<file path="config.mk">
export PLATFORM = sky130hd
export DESIGN_NAME = mem_access_unit
export DESIGN_NICKNAME = d
export VERILOG_FILES = /design/src/rtl/mem_access_unit.sv
export SDC_FILE = /design/constraint.sdc
export NUM_CORES = 1
export LEC_CHECK = 0
export ABC_AREA = 1
export CORE_UTILIZATION = 43
export DETAILED_ROUTE_END_ITERATION = 8
export PLACE_DENSITY = 0.86
export SLEW_MARGIN = 30
export SYNTH_ARGS = -nofsm -noshare
export SYNTH_HDL_FRONTEND = slang
export SYNTH_SLANG_ARGS = --single-unit
</file>
<file path="constraint.sdc">
create_clock -name clock -period 1.7 [get_ports clock]
set_input_delay 0.34 -clock clock [delete_from_list [all_inputs] [get_ports clock]]
set_output_delay 0.34 -clock clock [all_outputs]
set_load 0.02 [all_outputs]
</file>
<file path="src/rtl/mem_access_unit.sv">
// mem_access_unit
//
// Memory-stage access controller. Takes the EX/MEM register outputs and
// issues load/store requests to the data memory over a req/ack handshake.
// While a request is outstanding it stalls the upstream pipeline. It also
// produces the MEM/WB write-back fields.
//
// Parameters
//   TIMEOUT    cycles allowed in ACCESS before the request is abandoned (0 = never)
//   TIMEOUT_W  width of the ACCESS cycle counter (TIMEOUT < 2**TIMEOUT_W)
//
// Ports
//   clock, reset            rising-edge clock, synchronous active-low reset
//   inResult                ALU result: byte address for memory ops, else write data
//   inReadRegister2         store data
//   inMemRead, inMemWrite   load / store request (load wins if both set)
//   inWord                  1 = 32-bit access, 0 = byte access
//   inRegWrite, inRd        write-back enable and destination register
//   memReq, memWe, memAddr, memWData, memByteEn
//                           request to data memory, held stable while pending
//   memAck, memRData        completion strobe and load data from memory
//   stall                   combinational hold for PC, IF/ID, ID/EX, EX/MEM
//   outWriteData, outRd, outRegWrite
//                           MEM/WB write-back fields
//   outMemError             one-cycle pulse when a request times out
module mem_access_unit #(
  parameter int TIMEOUT   = 255,
  parameter int TIMEOUT_W = 8
) (
  input  logic        clock,
  input  logic        reset,
  input  logic [31:0] inResult,
  input  logic [31:0] inReadRegister2,
  input  logic        inMemRead,
  input  logic        inMemWrite,
  input  logic        inWord,
  input  logic        inRegWrite,
  input  logic [4:0]  inRd,
  output logic        memReq,
  output logic        memWe,
  output logic [31:0] memAddr,
  output logic [31:0] memWData,
  output logic [3:0]  memByteEn,
  input  logic        memAck,
  input  logic [31:0] memRData,
  output logic        stall,
  output logic [31:0] outWriteData,
  output logic [4:0]  outRd,
  output logic        outRegWrite,
  output logic        outMemError
);

  localparam logic [0:0] IDLE   = 1'b0;
  localparam logic [0:0] ACCESS = 1'b1;

  localparam bit TIMEOUT_EN = (TIMEOUT != 0);
  // Last counter value before the request is abandoned.
  localparam logic [TIMEOUT_W-1:0] CNT_LAST = TIMEOUT_W'((TIMEOUT > 0) ? TIMEOUT - 1 : 0);

  logic [0:0]           state;
  logic [TIMEOUT_W-1:0] cnt;

  // Instruction fields captured when the request is issued; EX/MEM is
  // frozen by stall meanwhile, but the latched copy keeps the completion
  // path independent of what the upstream register shows.
  logic [1:0] offLat;
  logic       loadLat;
  logic       wordLat;
  logic       regWriteLat;
  logic [4:0] rdLat;

  logic memOp;
  logic isStore;
  logic timeoutHit;

  // One-hot lane for a byte access, all lanes for a word access.
  function automatic logic [3:0] laneEnable(input logic word, input logic [1:0] off);
    logic [3:0] en;
    en = word ? 4'b1111 : (4'b0001 << off);
    return en;
  endfunction

  // A byte store presents the byte on every lane; byte enables pick the target.
  function automatic logic [31:0] storeData(input logic word, input logic [31:0] data);
    logic [31:0] d;
    d = word ? data : {4{data[7:0]}};
    return d;
  endfunction

  // Byte loads are zero-extended from the addressed lane.
  function automatic logic [31:0] loadData(input logic word, input logic [1:0] off,
                                           input logic [31:0] data);
    logic [31:0] d;
    d = word ? data : {24'b0, data[{off, 3'b000} +: 8]};
    return d;
  endfunction

  assign memOp   = inMemRead | inMemWrite;
  assign isStore = inMemWrite & ~inMemRead;

  assign timeoutHit = TIMEOUT_EN && (state == ACCESS) && (cnt == CNT_LAST) && !memAck;

  assign stall = reset & (((state == IDLE) & memOp) |
                          ((state == ACCESS) & ~memAck & ~timeoutHit));

  always_ff @(posedge clock) begin
    outMemError <= 1'b0;
    if (!reset) begin
      state        <= IDLE;
      cnt          <= '0;
      memReq       <= 1'b0;
      memWe        <= 1'b0;
      memAddr      <= '0;
      memWData     <= '0;
      memByteEn    <= '0;
      outWriteData <= '0;
      outRd        <= '0;
      outRegWrite  <= 1'b0;
    end else begin
      case (state)
        IDLE: begin
          if (memOp) begin
            memReq      <= 1'b1;
            memWe       <= isStore;
            memAddr     <= {inResult[31:2], 2'b00};
            memByteEn   <= laneEnable(inWord, inResult[1:0]);
            memWData    <= storeData(inWord, inReadRegister2);
            offLat      <= inResult[1:0];
            loadLat     <= inMemRead;
            wordLat     <= inWord;
            regWriteLat <= inRegWrite;
            rdLat       <= inRd;
            cnt         <= '0;
            // Bubble into MEM/WB while the access is in flight.
            outRegWrite <= 1'b0;
            state       <= ACCESS;
          end else begin
            outWriteData <= inResult;
            outRd        <= inRd;
            outRegWrite  <= inRegWrite;
          end
        end
        ACCESS: begin
          cnt <= cnt + 1'b1;
          if (memAck) begin
            memReq <= 1'b0;
            state  <= IDLE;
            if (loadLat) begin
              outWriteData <= loadData(wordLat, offLat, memRData);
            end
            outRd       <= rdLat;
            outRegWrite <= loadLat & regWriteLat;
          end else if (timeoutHit) begin
            memReq      <= 1'b0;
            outRegWrite <= 1'b0;
            outMemError <= 1'b1;
            state       <= IDLE;
          end
        end
        default: state <= IDLE;
      endcase
    end
  end

endmodule

</file>
; After elaboration in Yosys (flattened, before gate mapping)
; Index checks and enable logic that the tools add are counted.
[classes]
n_eq_ne = 6
reduce_logical = 9
bitwise_logic = 13
n_shift = 2
addsub = 1
muxes = 24
[ops]
columns = op, n
row1 = 32-bit 2-to-1 mux, 5
row2 = 32-bit case mux with 2 select lines, 1
row3 = 32-bit by 6-bit variable part select with 8-bit output, 1
row4 = 8-bit case mux with 2 select lines, 1
row5 = 5-bit 2-to-1 mux, 2
row6 = 5-bit case mux with 2 select lines, 1
row7 = 1-bit 2-to-1 mux, 9
row8 = 8-bit by 1-bit adder with 8-bit output (second input constant), 1
row9 = 8-bit == test (second input constant), 1
row10 = 8-bit 2-to-1 mux, 1
row11 = 1-bit bitwise AND, 6
row12 = 2-bit != test (second input constant), 3
row13 = 1-bit case mux with 2 select lines, 3
row14 = 2-bit AND reduction, 3
row15 = 3-bit AND reduction, 2
row16 = 1-bit inverter, 5
row17 = 4-bit 2-to-1 mux, 1
row18 = 1-bit by 2-bit << shifter with 4-bit output (first input constant), 1
row19 = 3-bit by 2-bit != test with 1-bit output (second input constant), 1
row20 = 3-bit OR reduction, 1
row21 = 1-bit logical AND, 2
row22 = 2-bit by 1-bit != test with 1-bit output (second input constant), 1
row23 = 1-bit OR, 2
row24 = 1-bit zero test, 1
[totals]
register_bits = 126
elab_cells = 71
input_bits = 108

; Logic depth before layout (Yosys ltp)
; Gate-level depths: netlist of the first run.
[logic_depth]
word_depth = 7
mapped_depth = 8
depth_no_buf = 7

; Least setup slack after synthesis of the first run
; OpenSTA, ideal clock, no wires.
[synth_timing]
kind = reg2out
startpoint = register cnt[0]
endpoint = output port stall
path_slack_ps = 47
path_buffers = 0
path_stages_with_launch = 8
arrival_ps = 1313
required_ps = 1360
cell_sequence = dfxtp_1 -> inv_1 -> ha_1 -> nand2_1 -> nor2_1 -> nand2_1 -> nand2_1 -> o21ai_0
[synth_between]
elab_chain_len = 7
[synth_rtl]
columns = element, line_no
row1 = start: declaration, 61  ; logic [TIMEOUT_W-1:0] cnt;
row2 = start signal: assignment, 144  ; cnt <= cnt + 1'b1;
row3 = 8-bit == test, 101  ; assign timeoutHit = TIMEOUT_EN && (state == ACCESS) && (cnt == CNT_LAST) && !memAck;
row4 = 1-bit logical AND (2 in series), 101
row5 = 1-bit inverter, 104  ; ((state == ACCESS) & ~memAck & ~timeoutHit));
row6 = 1-bit bitwise AND, 104
row7 = 1-bit OR, 103  ; assign stall = reset & (((state == IDLE) & memOp) |
row8 = 1-bit bitwise AND, 103
row9 = end: declaration, 46  ; output logic stall,
; Every way passes these cells.

; Final worst setup path of the first run
; Ends and elaborated chain as after synthesis.

==> flow_summary.toml, run 1 <==
[status]
result_of_the_run = "finished, violations left"
violated_checks = "setup timing"

[finish]
fraction_of_final_layout_cells_sized_beyond_drive_strength_1_pct = 9.53
flow.area_growth_from_synthesis_pct = 55.0
layout_commonest_cell = "sky130_fd_sc_hd__nand2_1"
mostFrequentLayoutCells = "sky130_fd_sc_hd__nand2_1, sky130_fd_sc_hd__o21ai_0, sky130_fd_sc_hd__dfxtp_1"
layout.nets = 1054
antennaDiodeCount = 0
postLayoutCoreUtil_pct = 68.6

[clocking]
cts-root-buf = "sky130_fd_sc_hd__clkbuf_16"
cts-root-to-sink-buffers = 2
worst_setup_hold_path_clk_slew_ns = 0.06
cts_htree_levels = 4
clk-insertion-delay-late_ns = 0.41
number_of_hold_buffers_added_after_cts = 0
cts_inserted_buffers = 17
numClockSinks = 126
clock_tree_from_tritoncts = "done"

[power]
power_report.internal_total_mw = 5.98
p_leak_nw = 4.09
p_switching_mw = 2.37
sequential_share_of_power_pct = 40.6
power-per-cell-area_mw_per_mm2 = 1010
clockPowerShare_pct = 38.7
power.combinational.fraction_pct = 20.7
power.switching_fraction_pct = 28.4
power.ir.vdd_worst_uv = 699

[synth]
netlist-cell-type-count = 29
yosys_register_bits = 126
synth.yosys.seq_area_share_pct = 49.3
syn-instance-count = 715
synth_warnings = 0
synth.top_cell.area_share_pct = 43.7
synthesized_area_divided_by_synthesized_cell_count_um2 = 7.44
netlist.top_cell.by_area = "sky130_fd_sc_hd__dfxtp_1"
synth_area_mm2 = 0.00532
yosys-top-cells-area = "sky130_fd_sc_hd__dfxtp_1, sky130_fd_sc_hd__o21ai_0, sky130_fd_sc_hd__nand2_1"

[setup_path]
cp_num_buf_inv = 2
worst_setup_path_start_kind = "flop"
cp-end-kind = "output port"
worstPathMaxFanout = 2
crit_path_max_incr_delay_ns = 0.33
worstSetupPathType = "reg2out"
crit_path_top_delay_cell = "sky130_fd_sc_hd__dfxtp_2"
worst_path_dominant_cell_family = "flip-flops"
crit_cells = 8
cell_count_of_the_worst_reg_to_reg_path = 13
cp.arrival_ns = 1.42
worstPathCellList = "inv_2 -> ha_4 -> nand2_2 -> nor2_1 -> nand2_1 -> nand2_2 -> o21ai_1 -> buf_4"
critical_path.most_common_cell = "sky130_fd_sc_hd__nand2_2"
cp.required_ns = 1.36

[detailed_routing]
first_pass_iters = 5
initialDrtViolationCount = 418
avgViaCountPerCell = 5.04
detail_route.wl_per_cell_um = 15.3
final_antenna_net_count = 0
drt-total-wl_um = 16900
detailroute.via_count = 5553
remaining_drc_errors = 0

[min_path]
hold_path.class = "reg2reg"
hold-path-cell-count = 2

[timing]
worst_slew_margin_relative_to_its_limit_pct = 59.1
number_of_failing_hold_endpoints_at_the_final_stage = 0
finalHoldWorstSlack_ns = 0.451
setup_ws_ns = -0.0629
finalClockSkew_ns = 0.00749
setup_violations = 1
maxSlewViolCount = 0
timing.final.crit_period_ns = 1.76
max_slew.worst_pin.slew_ns = 0.609
finalCritPeriodShare_pct = 104
rsz_0062_raised_after_global_routing = "yes"
fmax_mhz = 567

[floorplan]
core_region_area_mm2 = 0.0120
design.die.area_mm2 = 0.0128
floorplan.die.width_um = 113
floorplan.die.height_um = 113
initial_core_util_pct = 44.3
num_io_pins = 218
placementRows = 40

[grt]
track_usage_pct = 27.2
grt_max_degree = 59
grt_first_pass_wirelength_um = 26800
number_of_antenna_violations_at_the_first_check_in_global_routing = 0
vias_in_the_first_global_route = 5408
grt.overflow.total = 0

[flow_run]
max-cap-violations = 0

[placement]
numPortBuffers = 215
globalplace.congestion = 0.832
detailedPlacementHpwl_um = 11900
state kept, by name, indices dropped and copies added, names as in the netlist, 2 cells and up:
signal and flops:
cnt 8, memAddr 30, memByteEn 4, memWData 32, offLat 2, outRd 5
outWriteData 32, rdLat 5
per-stage QoR:
stage / TNS, ns / setup slack (ns) / cells / area [um2] / power [mW]
2_1_floorplan: 0 / 0.0470 / 716 / 5320 / 4.35
3_3_place_gp: -17.06 / -0.437 / 1067 / 7700 / 5.27
3_5_place_dp: -19.09 / -0.421 / 1067 / 7700 / 5.30
4_1_cts: -0.100 / -0.100 / 1103 / 8190 / 8.40
5_1_grt: -0.141 / -0.115 / 1102 / 8240 / 8.70
6_report: -0.0629 / -0.0629 / 1102 / 8240 / 8.35
layer usage:
layer / track usage, % / wire, um
met1: 31.0 / 6800
met2: 46.7 / 8210
met3: 8.94 / 1460
met4: 11.4 / 429
met5: 0 / 0
synthesized netlist by cell type:
library cell and instances:
sky130_fd_sc_hd__or2_2 2, sky130_fd_sc_hd__buf_4 8, sky130_fd_sc_hd__nor3_1 1, sky130_fd_sc_hd__nor2_4 4, sky130_fd_sc_hd__nor2_1 89, sky130_fd_sc_hd__a21oi_1 53
sky130_fd_sc_hd__edfxtp_1 10, sky130_fd_sc_hd__inv_2 5, sky130_fd_sc_hd__nand3_4 1, sky130_fd_sc_hd__inv_1 69, sky130_fd_sc_hd__nand3_1 38, sky130_fd_sc_hd__buf_2 13
sky130_fd_sc_hd__nand2_4 1, sky130_fd_sc_hd__o21ai_1 25, sky130_fd_sc_hd__clkbuf_2 3, sky130_fd_sc_hd__nor2_2 1, sky130_fd_sc_hd__buf_6 6, sky130_fd_sc_hd__conb_1 1
sky130_fd_sc_hd__clkbuf_1 12, sky130_fd_sc_hd__nand4_1 1, sky130_fd_sc_hd__ha_1 2, sky130_fd_sc_hd__a211oi_1 1, sky130_fd_sc_hd__o21bai_1 1, sky130_fd_sc_hd__clkinv_1 1
sky130_fd_sc_hd__dfxtp_1 116, sky130_fd_sc_hd__and3b_1 1, sky130_fd_sc_hd__nand2_1 133, sky130_fd_sc_hd__nand2_2 3, sky130_fd_sc_hd__o21ai_0 114
what timing repair did:
item | 4_1_cts | 5_1_grt
pin swaps | 7 | 3
resized for setup | 100 | 23
endpoints found under the setup margin | 87 | 52
setup buffers | 6 | 0
final cells by class:
| cell class | instances | area, um2 |
|---|---|---|
| clock buffers | 23 | 488 |
| clock inverters | 7 | 40.0 |
| fillers | 1005 | 3770 |
| inverters | 75 | 282 |
| multi-input cells | 473 | 2190 |
| flip-flops and latches | 126 | 2630 |
| well taps | 147 | 184 |
| repair buffers | 251 | 2430 |
logic make-up after synthesis:
group                      share of synthesized area [%]
buffers and inverters                               10.0
other                                             0.0705
AOI/OAI and AO/OA                                   18.4
adders and majority gates                          0.471
DFF                                                 49.3
and+or+nand+nor                                     21.7
worst register-to-register path, delay by kind of cell, from the launching register on:
family	cells	cell delay, ns
AND/OR/NAND/NOR	4	0.27
buffers and inverters	7	0.79
adder cells (fa/ha/maj)	1	0.12
flip-flops	1	0.32
AO/OA/AOI/OAI	1	0.06
worst paths after layout:
kind,startpoint,slack (ns),to
worst max-delay path,cnt[0],-0.06,stall
worst min-delay path,memWData[26],0.45,memWData[26]
worst max register to register,cnt[0],0.03,outRegWrite
worst min register to register,memWData[26],0.45,memWData[26]
power by group through the flow:
stage               registers, mW  clock network, mW  logic, mW
CTS                          3.39               3.27       1.74
floorplan                    3.72                  0      0.625
global placement             3.44                  0       1.83
global route                 3.41               3.41       1.89
detailed placement           3.45                  0       1.85
finish                       3.39               3.23       1.73
Note: power is estimated with default switching activity, not from simulation.
==> inputs of run 2 (changes only) <==
--- a/config.mk
+++ b/config.mk
@@ -8,7 +8,8 @@
 export ABC_AREA = 1
 export CORE_UTILIZATION = 43
 export DETAILED_ROUTE_END_ITERATION = 8
-export PLACE_DENSITY = 0.86
+export PLACE_DENSITY = 0.9
+export SKIP_CTS_REPAIR_TIMING = 1
 export SLEW_MARGIN = 30
 export SYNTH_ARGS = -nofsm -noshare
 export SYNTH_HDL_FRONTEND = slang
==> run 2 against run 1 <==
  * The run still ends with setup timing left
  * Sequential share of layout area down 1.4 points
  * Flip-flop and latch count unchanged
  * Routed wire length up 2.3%
  * Largest power group is now the clock network
  * Highest routed layer unchanged
==> flow_summary.toml, run 2 (synthesis gave the netlist of run 1 again) <==
[detailed_routing]
detailroute.via_count = 5611
detail_route.wl_per_cell_um = 15.7
remaining_drc_errors = 0
first_pass_iters = 5
drt-total-wl_um = 17300
final_antenna_net_count = 0
initialDrtViolationCount = 411
avgViaCountPerCell = 5.09

[grt]
grt.overflow.total = 0
track_usage_pct = 26.5
grt_first_pass_wirelength_um = 26400
vias_in_the_first_global_route = 5275
grt_max_degree = 67
number_of_antenna_violations_at_the_first_check_in_global_routing = 0

[floorplan]
floorplan.die.width_um = 113
initial_core_util_pct = 44.3
num_io_pins = 218
core_region_area_mm2 = 0.0120
placementRows = 40
floorplan.die.height_um = 113
design.die.area_mm2 = 0.0128

[timing]
maxSlewViolCount = 0
finalClockSkew_ns = 0.00471
worst_slew_margin_relative_to_its_limit_pct = 58.6
number_of_failing_hold_endpoints_at_the_final_stage = 0
max_slew.worst_pin.slew_ns = 0.616
fmax_mhz = 553
total_negative_setup_slacks_ns = -0.107
setup_violations = 1
setup_ws_ns = -0.107
finalHoldWorstSlack_ns = 0.453
rsz_0062_raised_after_global_routing = "yes"
finalCritPeriodShare_pct = 106
timing.final.crit_period_ns = 1.81

[finish]
cell_count_final_fillers_out = 1102
mostFrequentLayoutCells = "sky130_fd_sc_hd__nand2_1, sky130_fd_sc_hd__o21ai_0, sky130_fd_sc_hd__dfxtp_1, sky130_fd_sc_hd__clkdlybuf4s50_1, sky130_fd_sc_hd__dlymetal6s2s_1"
fraction_of_final_layout_cells_sized_beyond_drive_strength_1_pct = 9.32
nFillCells = 902
layout.nets = 1052
antennaDiodeCount = 0
layout.cell_area.non_filler_mm2 = 0.00863
multi_input_comb_area_mm2 = 0.00218
top_regs = "memWData (32), outWriteData (32), memAddr (30)"
flow.area_growth_from_synthesis_pct = 62.3
register_area_mm2 = 0.00263
layout_commonest_cell = "sky130_fd_sc_hd__nand2_1"

[clocking]
clock_tree_from_tritoncts = "done"
cts-root-buf = "sky130_fd_sc_hd__clkbuf_16"
worst_setup_hold_path_clk_slew_ns = 0.05
cts_inserted_buffers = 17
clk-insertion-delay-late_ns = 0.41
numClockSinks = 126
cts_htree_levels = 4
cts-root-to-sink-buffers = 2

[min_path]
whs_endpoint = "memAddr[5]"
hp-start = "memAddr[5]"
hold_path.class = "reg2reg"
hold-path-cell-count = 2

[placement]
post_placement_cell_count = 1068
detailedPlacementHpwl_um = 12000
globalplace.congestion = 0.822
detailed_place.area_mm2 = 0.00772
numPortBuffers = 215

[setup_path]
worstSetupPathType = "reg2out"
cp-end-kind = "output port"
cell_count_of_the_worst_reg_to_reg_path = 8
cp.arrival_ns = 1.47
worst_setup_path_start_kind = "flop"
worstPathMaxFanout = 2
timing.reg2reg.setup_slack_ns = 0.24
r2r_start = "state"
reg2reg_to = "outWriteData[11]"
cp.required_ns = 1.36

[power]
p_leak_nw = 5.08
power.ir.vdd_worst_uv = 647
power-per-cell-area_mw_per_mm2 = 1050

[status]
result_of_the_run = "finished, violations left"
violated_checks = "setup timing"

[flow_run]
max-cap-violations = 0
run 2: cell types whose count changed in the layout (fill, tap and decap cells not counted), moves of 3 or more:
| cell | change |
|---|---|
| sky130_fd_sc_hd__clkbuf_8 | -4 |
| sky130_fd_sc_hd__clkinv_4 | +3 |
| sky130_fd_sc_hd__clkinv_2 | -3 |
| sky130_fd_sc_hd__dlygate4sd2_1 | -86 |
| sky130_fd_sc_hd__dlymetal6s2s_1 | +82 |
| sky130_fd_sc_hd__clkdlybuf4s50_1 | +4 |
| sky130_fd_sc_hd__bufinv_16 | +4 |
run 2: per-stage QoR:
stage	setup WS, ns	power [mW]	utilization [%]
6_report	-0.107	9.04	71.8
5_1_grt	-0.159	9.38	71.8
4_1_cts	-0.666	9.10	69.4
3_5_place_dp	-0.430	5.31	64.3
3_3_place_gp	-0.439	5.27	64.3
2_1_floorplan	0.0470	4.35	-
run 2: worst max-delay path by stage:
| stage | depth (start not counted) | endpoint | slack [ns] | startpoint |
|---|---|---|---|---|
| floorplan | 7 | stall | 0.05 | cnt[0] |
| global placement | 4 | stall | -0.44 | reset |
| detailed placement | 5 | stall | -0.43 | memAck |
| CTS | 8 | stall | -0.67 | cnt[0] |
| global route | 8 | stall | -0.16 | cnt[0] |
| finish | 8 | stall | -0.11 | cnt[0] |
run 2: critical path, cell delays in order (launching register included):
cell and delay, ns:
sky130_fd_sc_hd__dfxtp_2 0.33, sky130_fd_sc_hd__inv_2 0.04, sky130_fd_sc_hd__ha_4 0.14, sky130_fd_sc_hd__nand2_2 0.05
sky130_fd_sc_hd__nor2_1 0.04, sky130_fd_sc_hd__nand2_1 0.09, sky130_fd_sc_hd__nand2_2 0.07, sky130_fd_sc_hd__o21ai_1 0.14
sky130_fd_sc_hd__buf_4 0.15
run 2: layout make-up:
class	instances	area share, %
clock inverter	15	2.26
timing repair buffer	249	31.7
multi-input combinational	473	25.3
tap	147	2.13
inverter	75	3.26
clock buffer	17	4.93
sequential	126	30.4
run 2: layer usage:
layer,up-vias,global-route usage (%),part of all wire [%]
met5,-,0,0
met4,0,8.95,1.8
met3,31,7.98,8.3
met2,253,45.2,49
met1,2558,31.7,41
li1,2769,-,-
run 2: report_power, final:
group          internal, mW  switching (mW)
logic                 0.841            1.01
clock network          2.45            1.36
registers              3.25           0.128
==> inputs of run 3 (changes only) <==
--- a/config.mk
+++ b/config.mk
@@ -6,9 +6,9 @@
 export NUM_CORES = 1
 export LEC_CHECK = 0
 export ABC_AREA = 1
-export CORE_UTILIZATION = 43
+export CORE_UTILIZATION = 46
 export DETAILED_ROUTE_END_ITERATION = 8
-export PLACE_DENSITY = 0.9
+export PLACE_DENSITY = 0.95
 export SKIP_CTS_REPAIR_TIMING = 1
 export SLEW_MARGIN = 30
 export SYNTH_ARGS = -nofsm -noshare
==> constraint.sdc (replaced) <==
create_clock -name clock -period 2.1 [get_ports clock]
set_input_delay 0.42 -clock clock [delete_from_list [all_inputs] [get_ports clock]]
set_output_delay 0.42 -clock clock [all_outputs]
set_load 0.02 [all_outputs]
==> run 3 against run 2 <==
  * The run now ends clean
  * Combinational power shrank 21%
  * Die area shrank 6.4%
  * Routed wire length shrank 4.6%
  * Worst hold slack gained 0.00081 ns
  * Sequential share of layout area grew 1.4 points
  * Critical path type unchanged
  * Clock skew grew 0.0082 ns
  * Final area shrank 4.5%
  * Largest cell class is now registers
  * Sequential power shrank 19%
==> flow_summary.toml, run 3 (synthesis gave the netlist of run 1 again) <==
[floorplan]
floorplan.die.height_um = 110
initial_core_util_pct = 48.2
num_io_pins = 218
core_region_area_mm2 = 0.0110
floorplan.die.width_um = 110
design.die.area_mm2 = 0.0120
placementRows = 38

[clocking]
clock_tree_from_tritoncts = "done"
worst_setup_hold_path_clk_slew_ns = 0.06
clk-insertion-delay-late_ns = 0.40
numClockSinks = 126
cts_inserted_buffers = 17
cts-root-to-sink-buffers = 2
cts-root-buf = "sky130_fd_sc_hd__clkbuf_16"
cts_htree_levels = 4

[grt]
grt.overflow.total = 0
vias_in_the_first_global_route = 5380
track_usage_pct = 28.4
grt_max_degree = 69
number_of_antenna_violations_at_the_first_check_in_global_routing = 0
grt_first_pass_wirelength_um = 26100

[setup_path]
worstPathCellList = "inv_1 -> ha_1 -> nand2_1 -> nor2_1 -> nand2_1 -> nand2_1 -> o21ai_2 -> buf_4"
r2r_start = "state"
worstPathMaxFanout = 2
cp-end-kind = "output port"
cell_count_of_the_worst_reg_to_reg_path = 6
crit_path_top_delay_cell = "sky130_fd_sc_hd__dfxtp_1"
critical_path.most_common_cell = "sky130_fd_sc_hd__nand2_1"
reg2reg_to = "outWriteData[6]"
cp.arrival_ns = 1.58
crit_path_max_incr_delay_ns = 0.33
worst_path_dominant_cell_family = "flip-flops"
worstSetupPathType = "reg2out"
cp_num_buf_inv = 2
cp.required_ns = 1.68
worst_setup_path_start_kind = "flop"
timing.reg2reg.setup_slack_ns = 0.29

[timing]
setup_violations = 0
finalCritPeriodShare_pct = 95.2
rsz_0062_raised_after_global_routing = "no"
maxSlewViolCount = 0
setup_ws_ns = 0.100
timing.final.crit_period_ns = 2.00
fmax_mhz = 500
worst_slew_margin_relative_to_its_limit_pct = 56.6
total_negative_setup_slacks_ns = 0
finalClockSkew_ns = 0.0129
max_slew.worst_pin.slew_ns = 0.651
number_of_failing_hold_endpoints_at_the_final_stage = 0

[detailed_routing]
first_pass_iters = 5
detail_route.wl_per_cell_um = 15.2
remaining_drc_errors = 0
final_antenna_net_count = 0
drt-total-wl_um = 16500
detailroute.via_count = 5566
avgViaCountPerCell = 5.15
initialDrtViolationCount = 364

[finish]
flow.area_growth_from_synthesis_pct = 55.0
layout_commonest_cell = "sky130_fd_sc_hd__clkdlybuf4s50_1"
layout.nets = 1038
multi_input_comb_area_mm2 = 0.00217
mostFrequentLayoutCells = "sky130_fd_sc_hd__clkdlybuf4s50_1, sky130_fd_sc_hd__nand2_1, sky130_fd_sc_hd__dfxtp_1"
nFillCells = 794
top_regs = "memWData (32), outWriteData (32), memAddr (30)"
antennaDiodeCount = 0
cell_count_final_fillers_out = 1081
fraction_of_final_layout_cells_sized_beyond_drive_strength_1_pct = 7.55
register_area_mm2 = 0.00262

[placement]
placement.setup.worst_slack_ns = -0.315
detailedPlacementHpwl_um = 11800
globalplace.congestion = 0.883
post_placement_cell_count = 1049
numPortBuffers = 215

[min_path]
hp-start = "memWData[24]"
hold_path.class = "reg2reg"
whs_endpoint = "memWData[24]"
hold-path-cell-count = 2

[power]
design_power_total_mw = 7.56
power.ir.vdd_worst_uv = 591
power-per-cell-area_mw_per_mm2 = 917
p_leak_nw = 3.44

[status]
result_of_the_run = "complete, no violations"

[flow_run]
max-cap-violations = 0
-- run 3: per-stage QoR --
| stage | hold WS [ns] | cell area [um2] | util (%) |
|---|---|---|---|
| floorplan | 0.448 | 5320 | - |
| global placement | 0.436 | 7560 | 68.5 |
| detailed placement | 0.445 | 7560 | 68.5 |
| CTS | 0.458 | 8240 | 74.7 |
| global route | 0.475 | 8240 | 74.7 |
| finish | 0.454 | 8240 | 74.7 |
-- run 3: cell type report --
| class | instances | area share, % |
|---|---|---|
| multi-input cells | 473 | 26.3 |
| inverters | 75 | 3.42 |
| well taps | 140 | 2.13 |
| clock buffers | 22 | 6.15 |
| flip-flops and latches | 126 | 31.8 |
| clock inverters | 10 | 2.08 |
| repair buffers | 235 | 28.1 |
-- run 3: worst max-delay path by stage --
stage               startpoint     to  slack [ns]  cells past startpoint
floorplan               cnt[0]  stall        0.37                      7
global placement        memAck  stall       -0.25                      5
detailed placement      memAck  stall       -0.31                      5
CTS                     cnt[0]  stall       -0.48                      8
global route            cnt[0]  stall        0.01                      8
finish                  cnt[0]  stall        0.10                      8
-- run 3: routing by layer --
metal,routed length (um),vias to the layer above,part of all wire (%),global-route usage (%)
li1,-,2730,-,-
met1,6440,2514,39,32.3
met2,7880,273,48,48.2
met3,1570,49,9.5,9.90
met4,593,0,3.6,12.2
met5,0,-,0,0
-- run 3: worst reg2reg max path: stages, from the launching register on --
cell                      delay [ns]
sky130_fd_sc_hd__dfxtp_2        0.38
sky130_fd_sc_hd__buf_6          0.41
sky130_fd_sc_hd__nand3_1        0.20
sky130_fd_sc_hd__nand2_2        0.14
sky130_fd_sc_hd__buf_4          0.31
sky130_fd_sc_hd__o21ai_0        0.14
sky130_fd_sc_hd__a21oi_1        0.15
-- run 3: power breakdown --
group	internal, mW	switching [mW]
Combinational	0.675	0.797
Clock	2.21	1.13
Sequential	2.63	0.110
